### src/rtl/proximity_beeper.sv
// Parking-sensor buzzer and 10-LED proximity bar, driven by distance samples from the echo stage.
// Optional 4-sample running average when PROXIMITY_BEEPER_SMOOTH_EN is defined.
module proximity_beeper #(
   parameter int unsigned TONE_HALF      = 12500,
   parameter int unsigned BEEP_ON        = 5000000,
   parameter int unsigned GAP_SCALE      = 125000,
   parameter int unsigned NEAR           = 20,
   parameter int unsigned FAR            = 400,
   parameter int unsigned LED_STEP       = 40,
   parameter int unsigned TIMEOUT_CYCLES = 10000000
) (
   input  logic        CLOCK,
   input  logic        RESET,
   input  logic [15:0] DIST,
   input  logic        DIST_VALID,
   output logic        DIST_READY,
   output logic        GPIO,
   output logic [9:0]  leds
);
   // state    | meaning
   // IDLE     | silent, waiting for a near-enough sample
   // CONT     | continuous tone, object very close
   // BEEP_ON  | tone for BEEP_ON cycles
   // BEEP_OFF | silence for the latched distance-scaled gap
   typedef enum logic [1:0] {
      S_IDLE     = 2'd0,
      S_CONT     = 2'd1,
      S_BEEP_ON  = 2'd2,
      S_BEEP_OFF = 2'd3
   } state_t;

   localparam logic [15:0] NEAR_D    = 16'(NEAR);
   localparam logic [15:0] FAR_D     = 16'(FAR);
   localparam logic [15:0] LED_D     = 16'(LED_STEP);
   localparam logic [31:0] TONE_LAST = 32'(TONE_HALF - 1);
   localparam logic [31:0] BEEP_LEN  = 32'(BEEP_ON);
   localparam logic [31:0] GAP_K     = 32'(GAP_SCALE);
   localparam logic [31:0] TMO_LAST  = 32'(TIMEOUT_CYCLES - 1);
   localparam logic [31:0] TMO_MAX   = 32'(TIMEOUT_CYCLES);

   state_t      state;
   logic        p1, p2;
   logic [15:0] f_comb, f_q, d_q;
   logic [31:0] tone_cnt, phase_cnt, idle_cnt;
   logic        acc, tmo, upd_silent, upd_cont, tone_wrap, expire;
   logic [15:0] lq;
   logic [3:0]  lit;
   logic [9:0]  leds_new;
   logic [31:0] gap_load;

`ifdef PROXIMITY_BEEPER_SMOOTH_EN
   logic [15:0] hist [4];
   logic        hist_empty;
   logic [17:0] hsum;
   assign hsum   = 18'(hist[0]) + 18'(hist[1]) + 18'(hist[2]) + 18'(hist[3]);
   assign f_comb = 16'(hsum >> 2);
`else
   logic [15:0] samp;
   assign f_comb = samp;
`endif

   assign DIST_READY = !(p1 || p2);
   assign acc        = DIST_VALID && DIST_READY;
   assign tmo        = !acc && (idle_cnt == TMO_LAST);
   assign upd_silent = p2 && (f_q >= FAR_D);
   assign upd_cont   = p2 && (f_q < NEAR_D);
   assign tone_wrap  = (tone_cnt == TONE_LAST);
   assign expire     = (phase_cnt <= 32'd1);
   // A same-edge update already sees its own gap; otherwise the gap follows the held D.
   assign gap_load   = 32'(p2 ? f_q : d_q) * GAP_K;
   assign lq         = f_q / LED_D;

   always_comb begin
      lit = (lq >= 16'd10) ? 4'd0 : 4'(16'd10 - lq);
      for (int i = 0; i < 10; i++) leds_new[i] = (4'(i) < lit);
   end

   always_ff @(posedge CLOCK) begin
      if (RESET) begin
         state     <= S_IDLE;
         GPIO      <= 1'b0;
         leds      <= '0;
         p1        <= 1'b0;
         p2        <= 1'b0;
         f_q       <= '0;
         d_q       <= FAR_D;
         tone_cnt  <= '0;
         phase_cnt <= '0;
         idle_cnt  <= '0;
`ifdef PROXIMITY_BEEPER_SMOOTH_EN
         for (int i = 0; i < 4; i++) hist[i] <= '0;
         hist_empty <= 1'b1;
`else
         samp <= '0;
`endif
      end else begin
         p1 <= acc;
         p2 <= p1;
         if (p1) f_q <= f_comb;
         if (acc) idle_cnt <= '0;
         else if (idle_cnt != TMO_MAX) idle_cnt <= idle_cnt + 32'd1;
`ifdef PROXIMITY_BEEPER_SMOOTH_EN
         if (tmo) hist_empty <= 1'b1;
         else if (acc) begin
            if (hist_empty) begin
               for (int i = 0; i < 4; i++) hist[i] <= DIST;
               hist_empty <= 1'b0;
            end else begin
               hist[3] <= hist[2];
               hist[2] <= hist[1];
               hist[1] <= hist[0];
               hist[0] <= DIST;
            end
         end
`else
         if (acc) samp <= DIST;
`endif
         if (tmo) begin
            state     <= S_IDLE;
            GPIO      <= 1'b0;
            leds      <= '0;
            tone_cnt  <= '0;
            phase_cnt <= '0;
         end else begin
            if (p2) begin
               d_q  <= f_q;
               leds <= leds_new;
            end
            case (state)
               S_IDLE: begin
                  GPIO <= 1'b0;
                  if (upd_cont) begin
                     state    <= S_CONT;
                     tone_cnt <= '0;
                  end else if (p2 && !upd_silent) begin
                     state     <= S_BEEP_ON;
                     phase_cnt <= BEEP_LEN;
                     tone_cnt  <= '0;
                  end
               end
               S_CONT: begin
                  if (upd_silent) begin
                     state <= S_IDLE;
                     GPIO  <= 1'b0;
                  end else if (p2 && !upd_cont) begin
                     state     <= S_BEEP_ON;
                     phase_cnt <= BEEP_LEN;
                     tone_cnt  <= '0;
                     GPIO      <= 1'b0;
                  end else if (tone_wrap) begin
                     tone_cnt <= '0;
                     GPIO     <= !GPIO;
                  end else tone_cnt <= tone_cnt + 32'd1;
               end
               S_BEEP_ON: begin
                  if (upd_silent) begin
                     state <= S_IDLE;
                     GPIO  <= 1'b0;
                  end else if (upd_cont) begin
                     state    <= S_CONT;
                     tone_cnt <= '0;
                     GPIO     <= 1'b0;
                  end else if (expire) begin
                     state     <= S_BEEP_OFF;
                     phase_cnt <= gap_load;
                     GPIO      <= 1'b0;
                  end else begin
                     phase_cnt <= phase_cnt - 32'd1;
                     if (tone_wrap) begin
                        tone_cnt <= '0;
                        GPIO     <= !GPIO;
                     end else tone_cnt <= tone_cnt + 32'd1;
                  end
               end
               default: begin
                  GPIO <= 1'b0;
                  if (upd_silent) state <= S_IDLE;
                  else if (upd_cont) begin
                     state    <= S_CONT;
                     tone_cnt <= '0;
                  end else if (expire) begin
                     state     <= S_BEEP_ON;
                     phase_cnt <= BEEP_LEN;
                     tone_cnt  <= '0;
                  end else phase_cnt <= phase_cnt - 32'd1;
               end
            endcase
         end
      end
   end
endmodule

### config.mk
export PLATFORM = sky130hd
export DESIGN_NAME = proximity_beeper
export DESIGN_NICKNAME = d
export VERILOG_FILES = /design/src/rtl/proximity_beeper.sv
export SDC_FILE = /design/constraint.sdc
export NUM_CORES = 1
export LEC_CHECK = 0
export CORE_MARGIN = 5
export CORE_UTILIZATION = 55
export CTS_CLUSTER_DIAMETER = 120
export DETAILED_ROUTE_END_ITERATION = 8
export DONT_BUFFER_PORTS = 1
export PLACE_DENSITY = 0.77
export SYNTH_ARGS = -nofsm -noshare
export SYNTH_HDL_FRONTEND = slang
export SYNTH_SLANG_ARGS = --single-unit
### constraint.sdc
create_clock -name CLOCK -period 6.1 [get_ports CLOCK]
set_input_delay 1.22 -clock CLOCK [delete_from_list [all_inputs] [get_ports CLOCK]]
set_output_delay 1.22 -clock CLOCK [all_outputs]
set_load 0.005 [all_outputs]
== After elaboration in Yosys (flattened, before gate mapping) ==
Index checks and enable logic that the tools add are counted.
Word-level totals
  register bits after elaboration: 159
  input port bits: 19
  logic and storage cells: 113
Cells by class
  add/sub/neg operators: 4
  multiply operators: 1
  div/mod/pow operators: 1
  order comparisons: 14
  eq/ne operators: 17
  muxes and demuxes: 43
  bitwise gates (word level): 1
  reductions and logical operators: 21
Operator list (count)
  32-bit 2-to-1 mux: 21
  32-bit one-hot mux with 3 select lines: 2
  32-bit by 1-bit adder with 32-bit output, second input constant: 2
  32-bit by 14-bit equality test with 1-bit output, second input constant: 1
  32-bit by 24-bit equality test with 1-bit output, second input constant: 1
  32-bit by 1-bit less-or-equal comparator with 1-bit output, second input constant: 1
  32-bit by 24-bit != test with 1-bit output, second input constant: 1
  32-bit by 1-bit subtractor with 32-bit output, second input constant: 1
  16-bit by 14-bit multiplier with 29-bit output, second input constant: 1
  2-bit 2-to-1 mux: 10
  16-bit by 6-bit divider with 16-bit output, second input constant: 1
  16-bit by 4-bit greater-or-equal comparator with 1-bit output, second input constant: 1
  16-bit by 9-bit greater-or-equal comparator with 1-bit output, second input constant: 1
  16-bit by 5-bit < comparator with 1-bit output, second input constant: 1
  3-bit by 4-bit < comparator with 1-bit output, first input constant: 4
  16-bit 2-to-1 mux: 1
  2-bit != test, second input constant: 6
  5-bit nonzero test: 2
  3-bit != test, second input constant: 3
  1-bit by 4-bit < comparator with 1-bit output, first input constant: 2
  2-bit by 4-bit < comparator with 1-bit output, first input constant: 2
  4-bit < comparator, first input constant: 2
  8-bit AND reduction: 1
  1-bit logical AND: 6
  other kinds (17): 28

== Longest topological paths before layout ==
  depth in word-level cells: 7
  depth in mapped cells: 25
  depth with buffers taken out: 23

== Least setup slack after synthesis ==
No wires, ideal clock.
  kind: reg2reg
  from: register p2
  to: register phase_cnt[30]
  library setup time: 0.128 ns
  data arrival time: 6.327 ns
  data required time: 5.972 ns
  setup slack: -0.355 ns
  stages on the path, launching flop included: 24
  path buffers: 2
  clock period less this slack: 6.455 ns
  cells stage by stage: dfxtp_1 -> clkbuf_1 -> buf_1 -> mux2_2 -> fa_1 -> fa_1 -> fa_1 -> fa_1 -> ha_1 -> inv_1 -> fa_1 -> inv_1 -> ha_1 -> nor3_1 -> nand2b_1 -> a211oi_1 -> o41ai_1 -> nand2_1 -> a21oi_1 -> o31a_1 -> a21o_1 -> a211oi_1 -> xor2_1 -> o22ai_1
Between the ends
  word-level cells in the longest chain between the ends: 6
  elaborated cells between the ends (all ways): 27
  classes of those cells: 1 x mul; 8 x eq/ne; 5 x mux; 13 x reduce/logical
Ends and longest elaborated chain
  start, declared: RTL line 42  | logic p1, p2;
  start signal, assigned: RTL line 98  | p2 <= p1;
  16-bit 2-to-1 mux / 1-bit logical OR (equally long branches): RTL line 70, 62
  16-bit by 14-bit multiplier with 29-bit output / 1-bit logical NOT (equally long branches): RTL line 70, 62
  32-bit 2-to-1 mux / 1-bit logical AND (equally long branches): RTL line 163, 63
  32-bit 2-to-1 mux / 1-bit logical NOT (equally long branches): RTL line 159, 64
  32-bit 2-to-1 mux / 1-bit logical AND (equally long branches): RTL line 156, 64
  32-bit one-hot mux with 3 select lines / 2-bit OR reduction (equally long branches)
  end signal, assigned: RTL line 165  | phase_cnt <= gap_load;
  end signal, assigned: RTL line 168  | phase_cnt <= phase_cnt - 32'd1;
  end signal, assigned: RTL line 185  | end else phase_cnt <= phase_cnt - 32'd1;
  end, declared: RTL line 44  | logic [31:0] tone_cnt, phase_cnt, idle_cnt;
Parallel ways exist; a longest one is shown, timed or not. The select of a mux whose other input is x is not followed.
A chain may end at the register's enable or synchronous reset.

== Worst setup path after layout ==
  from: register p2
  to: register phase_cnt[31]
Same word-level chain as after synthesis.

==> metrics.csv <==
metric,value,unit
final worst setup slack,0.224,ns
fmax,170,MHz
Final Instance Area,0.0137,mm^2
placed cell count,1763,
Peak VDD IR,0.187,mV
Comb pwr share,43.7,%
Syn Nets,1693,
First-pass DRT Iterations,5,
final global-route overflow total,0,
RSZ-0062 raised after global routing,false,
async set or reset register ratio after synthesis,0,%
Setup crit start,p2,
vias per cell,6.09,
Post-Synthesis Cells,1509,
pin count of the biggest net entering global routing,54,
port buffer count,0,
DRT Wirelength,29100,um
#FFs+latches synth,159,
switching pwr,1660,uW
Wirelength per Cell,16.2,um
Antenna Nets Post-Route,0,
CP Max Fanout,5,
area added between synthesis and finish,9.05,%
Hold Crit Class,flip-flop to flip-flop,
Cell Rows,55,
CTS tree,yes,
Worst-Skew Late Latency,0.44,ns
initial antenna violation count,0,
H-tree Lvls,4,
actual slew at the worst max-slew pin,1.23,ns
Inserted Diodes,0,
leak pwr,0.00584,uW
Yosys top cell area share,25.3,%
DR DRC count,0,
Flop pwr share,29.7,%
core outline area,0.0226,mm^2
GRT Total Usage,22.3,%
power share of the clock group,26.6,%
library cells used by synthesis,103,
Synth Flop Type,dfxtp_1,
Worst EP arrival,6.19,ns
pwr/cell area,291,mW/mm^2
vias in the first global route,10400,
Die H,161,um
clk sinks,159,
CTS root buf,clkbuf_16,
crit path launch type,flip-flop,
max-capacitance violation count,0,
"Hold Vio Cnt, Final",0,
Mean Syn Cell Area,8.34,um^2
HPWL after detailed placement,21200,um
final core occ,60.8,%
hold path startpoint,f_comb[15],
Post-DP Area,0.0130,mm^2
"Warnings, synthesis",0,
mapped cell area,0.0126,mm^2
I/O pin count,31,
post-synthesis sequential area ratio,25.3,%
DIE AREA,0.0260,mm^2
synth cell count leaders,"nor2_1 (178), dfxtp_1 (159), nand2_1 (146)",
Final Max Tran Viols,0,
"count leader, synth",nor2_1,
CP Class,flip-flop to flip-flop,
NumNets Final,1682,
CP endpoint kind,flip-flop,
Post-synth EDFFs,0,
status,"complete, no violations",
most area-hungry cell type in the Yosys netlist,dfxtp_1,
Sw Ratio,41.6,%
clock skew,0.0165,ns
Final setup viols,0,
global-route wire length before repair,49500,um
Detailed Route Iter0 Violations,1109,
reg-to-reg startpoint,p2,
relative slew slack,18.3,%
clock-pin slew of the registers on the worst-case setup and hold paths,0.06,ns
minimum clock period after layout,5.88,ns
Initial Util,55.8,%
clock tree buffer depth,2,
non-filler instance count after layout,1796,
ranking of synthesized cells by area,"dfxtp_1 (25%), ha_1 (11%), fa_1 (8.7%), nor2_1 (5.3%), a21oi_1 (4.6%)",
fraction of layout cells with a size suffix above 1,10.3,%
pre-CTS setup slack,-0.181,ns
GP Congestion,0.893,
internal power,2330,uW
hold-fix buffers at CTS,0,
Final Cycle Share,96.3,%
cts bufs inserted,17,
Vias,10900,
Critical Path RT,6.42,ns
Die W,161,um
==> power by group through the flow <==
stage | registers (uW) | logic (uW) | clock network (uW)
3_3_place_gp | 1200 | 1660 | 0
4_1_cts | 1180 | 1690 | 1080
2_1_floorplan | 1180 | 1320 | 0
6_report | 1190 | 1750 | 1060
5_1_grt | 1190 | 1950 | 1130
3_5_place_dp | 1210 | 1680 | 0
==> per-layer routing <==
layer	track usage, %	vias up	wire (um)
met2	37.6	270	14000
li1	-	5345	-
met1	30.2	5277	13300
met4	5.74	0	517
met3	3.39	49	1250
met5	0	-	0
==> stage by stage <==
stage                     TNS (ns)  total power (uW)  hold slack, ns
after CTS                        0              3960           0.450
after detailed placement    -0.532              2890           0.441
after global placement           0              2860           0.439
final                            0              4000           0.449
after floorplan                  0              2500           0.431
after global routing             0              4270           0.469
==> flip-flops by register name, summed over array words and instances (netlist names) <==
name and count:
idle_cnt 32, phase_cnt 32, tone_cnt 32, d_q 16, f_comb 16, f_q 16, leds 10, state 2
GPIO 1, p1 1, p2 1
==> logic make-up (layout without fill, tap and decap cells) <==
family	Yosys count	count (layout)	synth area share, %
simple gates	547	547	20.9
compound gates	350	350	19.4
mux	46	46	3.75
buf+inv	155	157	4.96
xor+xnor	86	86	5.98
fa+ha+maj	166	166	19.8
flops	159	159	25.3
==> worst paths after layout <==
| path | end | slack [ns] | cells after the start |
|---|---|---|---|
| min reg2reg | f_comb[15] | 0.45 | 2 |
| max reg2reg | phase_cnt[31] | 0.22 | 20 |
| max | phase_cnt[31] | 0.22 | 20 |
| min | f_comb[15] | 0.45 | 2 |
==> placed cells by master, fill, tap and decap left out, types with 11 or more instances in the layout <==
master,instances
nand4_1,16
nand2b_1,12
mux2i_1,36
or3_1,14
fa_1,54
and3_1,15
nand3_1,37
buf_4,38
a21oi_1,112
nor2b_1,14
o21ai_0,64
ha_1,105
inv_1,84
nor4_1,20
xnor2_1,35
nand2_1,146
nor2_1,177
o211ai_1,11
clkbuf_16,17
xor2_1,51
nor3_1,47
dfxtp_1,158
==> critical path, cell delays in order, from the launching register on <==
cell and delay (ns):
dfxtp_4 0.38, buf_6 0.14, mux2_4 0.34, fa_1 0.57, fa_1 0.46, fa_1 0.56, fa_1 0.42, ha_1 0.29
inv_1 0.05, fa_1 0.49, inv_1 0.05, ha_2 0.19, buf_4 0.16, o41ai_2 0.34, buf_4 0.18, a31o_2 0.18
o311ai_2 0.13, o41ai_2 0.45, o21ai_1 0.12, xnor2_1 0.19, o21ai_0 0.09
==> area by class of cell <==
type / instances / area (um^2)
Multi-Input combinational cell: 1195 / 8960
Fill cell: 1890 / 8850
Sequential cell: 159 / 3190
Clock buffer: 18 / 439
Tap cell: 285 / 357
Timing Repair Buffer: 41 / 323
Inverter: 84 / 315
Clock inverter: 14 / 148
==> what timing repair did <==
item | 4_1_cts | 5_1_grt
hold endpoints to repair | 0 | 0
endpoints found under the setup margin | 5 | 6
gates resized for setup | 6 | 35
pin swaps | 0 | 21
buffers inserted | 0 | 1
No activity file was read; power rests on OpenSTA's default activity.
